==> config.mk <==
export PLATFORM = sky130hd
export DESIGN_NAME = axil_ctrl_slave
export DESIGN_NICKNAME = d
export VERILOG_FILES = /design/src/rtl/axil_ctrl_pkg.sv /design/src/rtl/axil_reg_bank.sv /design/src/rtl/axil_ctrl_slave.sv
export SDC_FILE = /design/constraint.sdc
export NUM_CORES = 1
export LEC_CHECK = 0
export BUFFER_PORTS_ARGS = -buffer_cell sky130_fd_sc_hd__buf_2
export CORE_ASPECT_RATIO = 0.5
export CORE_MARGIN = 10
export CORE_UTILIZATION = 35
export CTS_CLUSTER_DIAMETER = 40
export CTS_CLUSTER_SIZE = 8
export DETAILED_ROUTE_END_ITERATION = 10
export GPL_TIMING_DRIVEN = 0
export PLACE_DENSITY = 0.63
export SETUP_SLACK_MARGIN = 0.05
export SYNTH_ARGS = -nofsm -noshare
export SYNTH_HDL_FRONTEND = slang
export SYNTH_SLANG_ARGS = --single-unit
==> constraint.sdc <==
create_clock -name clk -period 2 [get_ports clk]
set_input_delay 0 -clock clk [delete_from_list [all_inputs] [get_ports clk]]
set_output_delay 0 -clock clk [all_outputs]
set_load 0.1 [all_outputs]
==> src/rtl/axil_ctrl_pkg.sv <==
// Shared constants, FSM state types and the byte-strobe merge helper for the AXI4-Lite control slave.
package axil_ctrl_pkg;

  localparam logic [1:0] RESP_OKAY   = 2'b00;
  localparam logic [1:0] RESP_SLVERR = 2'b10;

  localparam int unsigned CTRL_IDX   = 32'd0;
  localparam int unsigned STATUS_IDX = 32'd1;
  localparam int unsigned FIRST_USER = 32'd2;

  typedef enum logic [0:0] {
    W_IDLE = 1'b0,
    W_RESP = 1'b1
  } wr_state_t;

  typedef enum logic [0:0] {
    R_IDLE = 1'b0,
    R_DATA = 1'b1
  } rd_state_t;

  // Replace only the bytes whose strobe bit is set.
  function automatic logic [31:0] strb_merge(input logic [31:0] old_word,
                                             input logic [31:0] new_word,
                                             input logic [3:0]  strb);
    logic [31:0] res;
    for (int b = 0; b < 4; b++) begin
      res[8*b +: 8] = strb[b] ? new_word[8*b +: 8] : old_word[8*b +: 8];
    end
    return res;
  endfunction

endpackage

==> src/rtl/axil_reg_bank.sv <==
// USER register storage: byte-strobed writes and a combinational read port returning the current value.
module axil_reg_bank
  import axil_ctrl_pkg::*;
#(
  parameter int ADDR_W   = 6,
  parameter int NUM_REGS = 8
) (
  input  logic                         clk,
  input  logic                         rst,
  input  logic                         wr_en,
  input  logic [ADDR_W-3:0]            wr_idx,
  input  logic [31:0]                  wr_data,
  input  logic [3:0]                   wr_strb,
  input  logic [ADDR_W-3:0]            rd_idx,
  output logic [31:0]                  rd_data,
  output logic [32*(NUM_REGS-2)-1:0]   user_o
);

  localparam int unsigned NUM_USER = 32'(NUM_REGS - 2);

  logic [31:0] user_r [NUM_USER];
  logic [31:0] rd_data_s;

  // USER registers: cleared by reset, byte-merged on a qualified write.
  always_ff @(posedge clk or negedge rst) begin
    if (!rst) begin
      for (int unsigned i = 0; i < NUM_USER; i++) begin
        user_r[i] <= 32'h0000_0000;
      end
    end else begin
      for (int unsigned i = 0; i < NUM_USER; i++) begin
        if (wr_en && (32'(wr_idx) == (i + FIRST_USER))) begin
          user_r[i] <= strb_merge(user_r[i], wr_data, wr_strb);
        end
      end
    end
  end

  // Read mux: OR of the one register whose index matches (0 for no match).
  always_comb begin
    rd_data_s = 32'h0000_0000;
    for (int unsigned i = 0; i < NUM_USER; i++) begin
      rd_data_s = rd_data_s | ({32{32'(rd_idx) == (i + FIRST_USER)}} & user_r[i]);
    end
  end

  assign rd_data = rd_data_s;

  for (genvar g = 0; g < NUM_REGS - 2; g++) begin : g_user_out
    assign user_o[32*g +: 32] = user_r[g];
  end

endmodule

==> src/rtl/axil_ctrl_slave.sv <==
// AXI4-Lite control slave: CTRL start pulse, live STATUS, and a bank of USER registers.
module axil_ctrl_slave
  import axil_ctrl_pkg::*;
#(
  parameter int ADDR_W   = 6,
  parameter int NUM_REGS = 8
) (
  input  logic                        clk,
  input  logic                        rst,
  input  logic [ADDR_W-1:0]           s_awaddr,
  input  logic                        s_awvalid,
  output logic                        s_awready,
  input  logic [31:0]                 s_wdata,
  input  logic [3:0]                  s_wstrb,
  input  logic                        s_wvalid,
  output logic                        s_wready,
  output logic [1:0]                  s_bresp,
  output logic                        s_bvalid,
  input  logic                        s_bready,
  input  logic [ADDR_W-1:0]           s_araddr,
  input  logic                        s_arvalid,
  output logic                        s_arready,
  output logic [31:0]                 s_rdata,
  output logic [1:0]                  s_rresp,
  output logic                        s_rvalid,
  input  logic                        s_rready,
  output logic                        start_o,
  input  logic [31:0]                 status_i,
  output logic [32*(NUM_REGS-2)-1:0]  user_o
);

  localparam int IDX_W = ADDR_W - 2;
  localparam logic [31:0] NUM_REGS_U = 32'(NUM_REGS);

  wr_state_t wr_state_r, wr_state_next_s;
  rd_state_t rd_state_r, rd_state_next_s;

  logic             ready_en_r;
  logic             aw_held_r, w_held_r;
  logic [IDX_W-1:0] aw_idx_r;
  logic [31:0]      wdata_r;
  logic [3:0]       wstrb_r;
  logic [1:0]       bresp_r, rresp_r;
  logic [31:0]      rdata_r;
  logic             start_r;

  logic             aw_hs_s, w_hs_s, ar_hs_s, commit_s, cmt_valid_s, bank_wr_en_s;
  logic [IDX_W-1:0] cmt_idx_s, ar_idx_s;
  logic [31:0]      cmt_data_s, bank_rd_data_s, rd_word_s;
  logic [3:0]       cmt_strb_s;
  logic [1:0]       rd_resp_s;
  logic             unused_s;

  assign unused_s = ^{s_awaddr[1:0], s_araddr[1:0]};

  // Ready gating: keeps every ready low during reset and raises it on the first edge after release.
  always_ff @(posedge clk or negedge rst) begin
    if (!rst) ready_en_r <= 1'b0;
    else      ready_en_r <= 1'b1;
  end

  assign s_awready = ready_en_r && !aw_held_r && (wr_state_r == W_IDLE);
  assign s_wready  = ready_en_r && !w_held_r  && (wr_state_r == W_IDLE);
  assign s_arready = ready_en_r && (rd_state_r == R_IDLE);
  assign s_bvalid  = (wr_state_r == W_RESP);
  assign s_rvalid  = (rd_state_r == R_DATA);

  assign aw_hs_s = s_awvalid && s_awready;
  assign w_hs_s  = s_wvalid && s_wready;
  assign ar_hs_s = s_arvalid && s_arready;

  // A channel counts as held if latched earlier or handshaking on this very edge.
  assign cmt_idx_s  = aw_held_r ? aw_idx_r : s_awaddr[ADDR_W-1:2];
  assign cmt_data_s = w_held_r  ? wdata_r  : s_wdata;
  assign cmt_strb_s = w_held_r  ? wstrb_r  : s_wstrb;
  assign commit_s   = (wr_state_r == W_IDLE) && (aw_held_r || aw_hs_s) && (w_held_r || w_hs_s);

  assign cmt_valid_s  = (32'(cmt_idx_s) < NUM_REGS_U);
  assign bank_wr_en_s = commit_s && cmt_valid_s && (32'(cmt_idx_s) >= FIRST_USER);
  assign ar_idx_s     = s_araddr[ADDR_W-1:2];

  axil_reg_bank #(
    .ADDR_W   (ADDR_W),
    .NUM_REGS (NUM_REGS)
  ) u_bank (
    .clk     (clk),
    .rst     (rst),
    .wr_en   (bank_wr_en_s),
    .wr_idx  (cmt_idx_s),
    .wr_data (cmt_data_s),
    .wr_strb (cmt_strb_s),
    .rd_idx  (ar_idx_s),
    .rd_data (bank_rd_data_s),
    .user_o  (user_o)
  );

  // Write FSM state register.
  always_ff @(posedge clk or negedge rst) begin
    if (!rst) wr_state_r <= W_IDLE;
    else      wr_state_r <= wr_state_next_s;
  end

  // Write FSM next state: commit moves to RESP, B handshake returns to IDLE.
  always_comb begin
    wr_state_next_s = wr_state_r;
    case (wr_state_r)
      W_IDLE:  if (commit_s) wr_state_next_s = W_RESP; else wr_state_next_s = W_IDLE;
      W_RESP:  if (s_bready) wr_state_next_s = W_IDLE; else wr_state_next_s = W_RESP;
      default: wr_state_next_s = W_IDLE;
    endcase
  end

  // AW/W latches: capture each channel independently, release both on commit.
  always_ff @(posedge clk or negedge rst) begin
    if (!rst) begin
      aw_held_r <= 1'b0;
      w_held_r  <= 1'b0;
      aw_idx_r  <= '0;
      wdata_r   <= 32'h0000_0000;
      wstrb_r   <= 4'h0;
    end else if (commit_s) begin
      aw_held_r <= 1'b0;
      w_held_r  <= 1'b0;
    end else begin
      if (aw_hs_s) begin
        aw_held_r <= 1'b1;
        aw_idx_r  <= s_awaddr[ADDR_W-1:2];
      end
      if (w_hs_s) begin
        w_held_r <= 1'b1;
        wdata_r  <= s_wdata;
        wstrb_r  <= s_wstrb;
      end
    end
  end

  // Write response and start pulse, both decided on the commit edge.
  always_ff @(posedge clk or negedge rst) begin
    if (!rst) begin
      bresp_r <= RESP_OKAY;
      start_r <= 1'b0;
    end else begin
      if (commit_s) bresp_r <= cmt_valid_s ? RESP_OKAY : RESP_SLVERR;
      start_r <= commit_s && (32'(cmt_idx_s) == CTRL_IDX) && cmt_strb_s[0] && cmt_data_s[0];
    end
  end

  assign s_bresp = bresp_r;
  assign start_o = start_r;

  // Read FSM state register.
  always_ff @(posedge clk or negedge rst) begin
    if (!rst) rd_state_r <= R_IDLE;
    else      rd_state_r <= rd_state_next_s;
  end

  // Read FSM next state: AR handshake enters DATA, R handshake returns to IDLE.
  always_comb begin
    rd_state_next_s = rd_state_r;
    case (rd_state_r)
      R_IDLE:  if (ar_hs_s)  rd_state_next_s = R_DATA; else rd_state_next_s = R_IDLE;
      R_DATA:  if (s_rready) rd_state_next_s = R_IDLE; else rd_state_next_s = R_DATA;
      default: rd_state_next_s = R_IDLE;
    endcase
  end

  // Read data mux: CTRL reads 0, STATUS is live, out-of-range is SLVERR with 0.
  always_comb begin
    rd_word_s = 32'h0000_0000;
    rd_resp_s = RESP_OKAY;
    if (32'(ar_idx_s) >= NUM_REGS_U) begin
      rd_resp_s = RESP_SLVERR;
      rd_word_s = 32'h0000_0000;
    end else if (32'(ar_idx_s) == STATUS_IDX) begin
      rd_word_s = status_i;
    end else if (32'(ar_idx_s) == CTRL_IDX) begin
      rd_word_s = 32'h0000_0000;
    end else begin
      rd_word_s = bank_rd_data_s;
    end
  end

  // Read data register: captured on the AR handshake, held while RVALID is up.
  always_ff @(posedge clk or negedge rst) begin
    if (!rst) begin
      rdata_r <= 32'h0000_0000;
      rresp_r <= RESP_OKAY;
    end else if (ar_hs_s) begin
      rdata_r <= rd_word_s;
      rresp_r <= rd_resp_s;
    end
  end

  assign s_rdata = rdata_r;
  assign s_rresp = rresp_r;

endmodule

==> impl_results.md, run 1 <==
* Syn Inst Count at between 900 and 1,000
* Layout cells sized above 1 at between 50% and 60%
* Worst Setup End Kind: flip-flop
* Die Area at 44,700 sq um
* Vias at 10,720
* Post-Route Utilization at 49.76%
* Fin nets at 1,513
* First-pass GRT wire length at about 75 mm
* Detailed Route Iter0 Violations at 792
* Wirelength per Cell at 27.11 um
* Pre-antenna DRT Iters at 6
* Die Y-Extent at roughly 150 um
* Fin Hold WS at between 6 and 7 ps
* Hold Path Class: primary input to flip-flop
* Total of max-cap violations at 0
* RSZ-0062 raised after global routing: yes
* Row cnt at approximately 50
* Worst Setup Start Kind: flip-flop
* All-Layer GR Usage at 22.39%
* CP Class: flip-flop to flip-flop
* Final WL at 52.03 mm
* CTS HTree Levels at 2
* TNS Setup at -11,670 ps
* Number of max-slew violations in the final report at 0
* DPL Wire Length at 36.54 mm
* CP max stage delay at 390 ps
* Mapped Area at 12,680 sq um
* Maximum clock path buffer count at 3
* Cts bufs inserted at 41
* Clk_skew at 15.28 ps
* Cell Chain, Critical Path: buf_6, or3b_4, a211oi_4, buf_6, buf_12, nand3_4, mux2_4
* Core area at 35,800 sq um
* Final worst setup slack at -111.2 ps
* RD Place Congestion at 0.8542
* CTS tree: yes
* Final Hold Viols at 0
* Failing checks: setup timing
* Initial antenna violation count at 2
* Drt via density at between 5 and 6
* CP dominant cell by count: buf_6
* Fin crit share at 105.6%
* Clock slew at reported path FFs at 50 ps
* Library cells used by synthesis at 50
* Largest net degree at the start of global routing at ~130
* Initial Util at 35.41%
* DRC Markers at 0
* # IOs at 321
* Post-Layout Inst Area at 17,810 sq um
* Max Fanout on Critical Path at 8
* Worst Path Arrival at about 2500 ps
* Post-layout min period at 2111 ps
* Crit-path slowest cell: dfrtp_1
* Port bufs at about 310
* Die width at 289.2 um
* # fillers at 3,150
* CTS root buf: clkbuf_16
* Seq cells post-synth at 272
* Relative slew slack at 27.79%
* DRT antenna net count at 0
* Asr flop ratio synth at 100.0%
* Post-synth top flop: dfrtp_1
* Clk Latency, worst-skew pair at 530 ps
* Area Growth Syn to Fin at 40.53%
* YS warnings at 0
* Fmax at 0.4737 GHz
* Number of global-route vias before repair at 11,330
* Final setup fails at 192
* Placed instance area at 15,110 sq um
* Grt total ovfl at 0
* Register area share after synthesis at between 50% and 60%
* Actual slew at the worst max-slew pin at 1083 ps
* Number of synthesized flops with an enable pin at 0
* Status: finished with violations
* Clock sinks at ~270
* Syn Area/Cell at about 13 sq um
* Req. time, crit path at 2400 ps
## worst paths after layout
kind,from,end,slack (ps),depth (start not counted)
min in group asynchronous,rst,u_bank.user_o[35],40,3
hold / removal,s_araddr[5],s_rdata[2],6,3
setup / recovery,aw_held_r,u_bank.user_o[153],-110,7
setup reg to reg,aw_held_r,u_bank.user_o[153],-110,7
max in group asynchronous,rst,s_rdata[5],840,4
hold reg to reg,s_rdata[18],s_rdata[18],480,2
## state kept, by name (all words and copies together) (netlist names)
register,flops
s_bvalid,1
aw_held_r,1
w_held_r,1
s_rresp,1
aw_idx_r,4
ready_en_r,1
s_rvalid,1
s_bresp,1
wdata_r,32
wstrb_r,4
start_o,1
s_rdata,32
u_bank.user_o,192
## logic make-up after synthesis
logic type      count (synthesis)  share of synthesized area (%)
simple gates                  139                          6.761
buf+inv                        61                          2.004
compound gates                166                          9.435
flops                         272                          53.69
mux                           322                          28.05
other cells                     2                        0.05924
## critical path: cells and delay by family, from the launching register on
| kind | cells | cell delay (ps) |
|---|---|---|
| mux | 1 | 350 |
| flops | 1 | 390 |
| compound gates | 1 | 210 |
| simple gates | 2 | 570 |
| buf+inv | 3 | 460 |
## cell type report
class                           count  area (sq um)  area share, %
Sequential cell                   272          6814          38.25
Multi-Input combinational cell    630          6101          34.25
Timing Repair Buffer              422          2794          15.68
Clock buffer                       50          1110          6.230
Tap cell                          484         605.6          3.399
Buffer                             54         364.1          2.044
Inverter                            5         18.77         0.1054
Clock inverter                      1         5.005        0.02809
Antenna cell                        1         2.502        0.01405
## cells in the mapped netlist, types with 5 or more instances
library cell / n / area (sq um)
nand3b_1: 12 / 90.09
buf_2: 8 / 40.04
o22ai_1: 14 / 87.58
nand2b_1: 5 / 31.28
nand3_2: 18 / 180.2
a211oi_1: 9 / 67.56
nor2_1: 11 / 41.29
a21oi_1: 23 / 115.1
o21ai_0: 43 / 215.2
clkbuf_1: 40 / 150.1
and3b_1: 8 / 70.07
o2bb2ai_1: 6 / 52.55
inv_1: 5 / 18.77
a221oi_1: 10 / 87.58
dfrtp_1: 272 / 6807
nor2b_1: 9 / 56.30
mux2i_1: 56 / 560.5
o32ai_1: 5 / 43.79
nand2_1: 44 / 165.2
nand3_1: 9 / 45.04
a22o_1: 31 / 271.5
mux2_2: 266 / 2995
or3b_2: 6 / 52.55
## placed cells by master (no fill, tap or decap), drive strengths merged, types with 12 or more instances in the layout
cell         Yosys  final
buf             16    365
dfrtp          272    272
mux2           266    266
clkbuf          40     87
dlygate4sd3      0     73
mux2i           56     56
o21ai           47     47
nand2           44     44
a22o            31     31
nand3           27     27
a21oi           23     23
o22ai           14     14
nand3b          12     12
## per-stage QoR
| step | worst slack (ps) | std cells |
|---|---|---|
| 2_1_floorplan | -185.1 | 963 |
| 3_3_place_gp | -4773 | 1759 |
| 3_5_place_dp | -1048 | 1763 |
| 4_1_cts | -177.4 | 1914 |
| 5_1_grt | -147.8 | 1919 |
| 6_report | -111.2 | 1919 |
## timing repair
item	CTS	global route
resized for setup	88	30
hold buffers	74	0
pin swaps	14	7
buffers inserted	26	6
setup endpoints to repair	266	239
gates cloned	1	0
endpoints found under the hold margin	425	0
## per-layer routing
layer  vias to the layer above  track usage, %  wire length (um)
li1                       4528               -                 -
met1                      5536           25.44             18860
met2                       489           39.13             26490
met3                       164           4.242              3353
met4                         0           12.72              3325
met5                         -               0                 0
Power of run 1 is left out: the tool's default activity adds up to more than one toggle a clock period on the data nets, which glitch-free logic cannot reach.
==> run 2: changes to the inputs <==
- PLACE_DENSITY: 0.63 -> 0.61
- clock period: 2 -> 2.59 ns (I/O delays scaled with it)
==> run 2 against run 1 <==
The run ends with hold timing, setup timing left; cell count down 1.0%; non-clock buffer count shrank 28; global-route usage increased by 0.14 points; die area did not move; via count is 2.8% lower; largest cell class unchanged.
==> impl_results.md, run 2 (synthesis gave the netlist of run 1 again) <==
* RSZ-0062 raised after global routing: yes
* Final setup fails at 8
* Fmax at 0.3811 GHz
* # fillers at 3,236
* Status: finished with violations
* Clock slew at reported path FFs at 50 ps
* Reg2Reg Launch Point: aw_held_r
* All-Layer GR Usage at 22.54%
* Grt total ovfl at 0
* Die width at 289.2 um
* Die Area at 44,700 sq um
* Final WL at 51.85 mm
* DRT antenna net count at 0
* Worst Path Arrival at 3040 ps
* Clock sinks at 272
* CP Class: flip-flop to flip-flop
* Largest net degree at the start of global routing at roughly 110
* Fin Hold WS at -17.51 ps
* Flop-to-flop setup slack at -30 ps
* Core area at about 36,000 sq um
* DP Worst Slack at -655.5 ps
* DPL Wire Length at 36.70 mm
* Initial Util at 35.41%
* Area of the multi-input gates at 5699 sq um
* Number of max-slew violations in the final report at 0
* Maximum clock path buffer count at 3
* Initial antenna violation count at 6
* Most frequent cells in the layout: buf_2, dfrtp_1, mux2_2, dlygate4sd3_1, mux2i_1
* Clk_skew at 12.63 ps
* Final worst setup slack at -33.73 ps
* Max FFs per register at 192
* Met2 Use GR at 40.02%
* Worst Setup Start Kind: flip-flop
* DRC Markers at 0
* Fin nets at 1,486
* Worst Setup End Kind: flip-flop
* Die Y-Extent at 154.6 um
* Max Fanout on Critical Path at 10
* Final Hold Viols at 6
* Port bufs at between 300 and 400
* # IOs at 321
* GR Util met3 at 5.222%
* Total of max-cap violations at 0
* Layout cells sized above 1 at 49.33%
* R2r endpoint: u_bank.user_o[105]
* Cts bufs inserted at 42
* Met1 Track Usage GR at around 25%
* Req. time, crit path at around 3000 ps
* Actual slew at the worst max-slew pin at between 1000 and 1500 ps
* CTS root buf: clkbuf_16
* Pre-antenna DRT Iters at 7
* Number of global-route vias before repair at around 11,000
* GRT busiest layer: met2
* Register Area at 6807 sq um
* Failing checks: hold timing, setup timing
* CTS tree: yes
* Fin crit share at 101.3%
* CTS HTree Levels at 2
* Relative slew slack at approximately 17%
* Hold Path Class: primary input to async pin
* Wirelength per Cell at 27.31 um
* Drt via density at 5.483
* R2R cell count at 6
* Row cnt at 49
* First-pass GRT wire length at between 70 and 80 mm
* Commonest non-fill, non-tap cell in the layout: buf_2
* Clk Latency, worst-skew pair at 550 ps
* Post-layout min period at 2624 ps
* RD Place Congestion at 0.8859
* Area Growth Syn to Fin at 34.62%
* Detailed Route Iter0 Violations at 719
* Vias at 10,410
[run 2: cell type report]
cell class	count	share of cell area [%]
flip-flops and latches	272	39.88
multi-input cells	630	33.39
repair buffers	392	14.27
clock buffers	48	6.782
well taps	484	3.548
plain buffers	56	1.598
clock inverters	6	0.3226
inverters	5	0.1100
diodes	6	0.08798
[run 2: through the flow]
stage               area, sq um  cells  TNS, ps  utilization (%)
floorplan                 12680    963        0                -
global placement          14850   1759  -945640            41.47
detailed placement        14950   1763   -55070            41.75
CTS                       16990   1892   -640.6            47.46
global route              17060   1898    -3717            47.66
finish                    17070   1899   -218.6            47.67
[run 2: layer usage]
layer  wire length [um]  part of all wire (%)  up-vias
met5                  0                     0        -
met4               2535                   4.9        0
met3               3501                   6.8      134
met2              26600                    51      402
met1              19210                    37     5413
li1                   -                     -     4464
[run 2: how the worst max path moves through the flow]
stage	from	to	slack, ps	cells after the start
finish	aw_held_r	u_bank.user_o[105]	-30	6
global route	aw_held_r	u_bank.user_o[105]	-110	6
global placement	rst	u_bank.user_o[115]	-3330	1
detailed placement	w_held_r	wdata_r[17]	-660	6
CTS	aw_held_r	u_bank.user_o[108]	-40	6
floorplan	s_bvalid	u_bank.user_o[72]	110	5
[run 2: timing repair]
item | 4_1_cts | 5_1_grt
pin swaps | 2 | 2
endpoints found under the hold margin | 423 | 0
endpoints found under the setup margin | 211 | 144
hold buffers | 73 | 0
buffers inserted | 2 | 1
resized for setup | 18 | 13
[run 2: critical path, stage by stage, from the launching register on]
cell and delay [ps]:
dfrtp_1 380, buf_4 170, or3b_2 520, a211oi_4 370, buf_4 320, nand3_2 340, mux2_2 400
Power of run 2 is left out for the same reason.
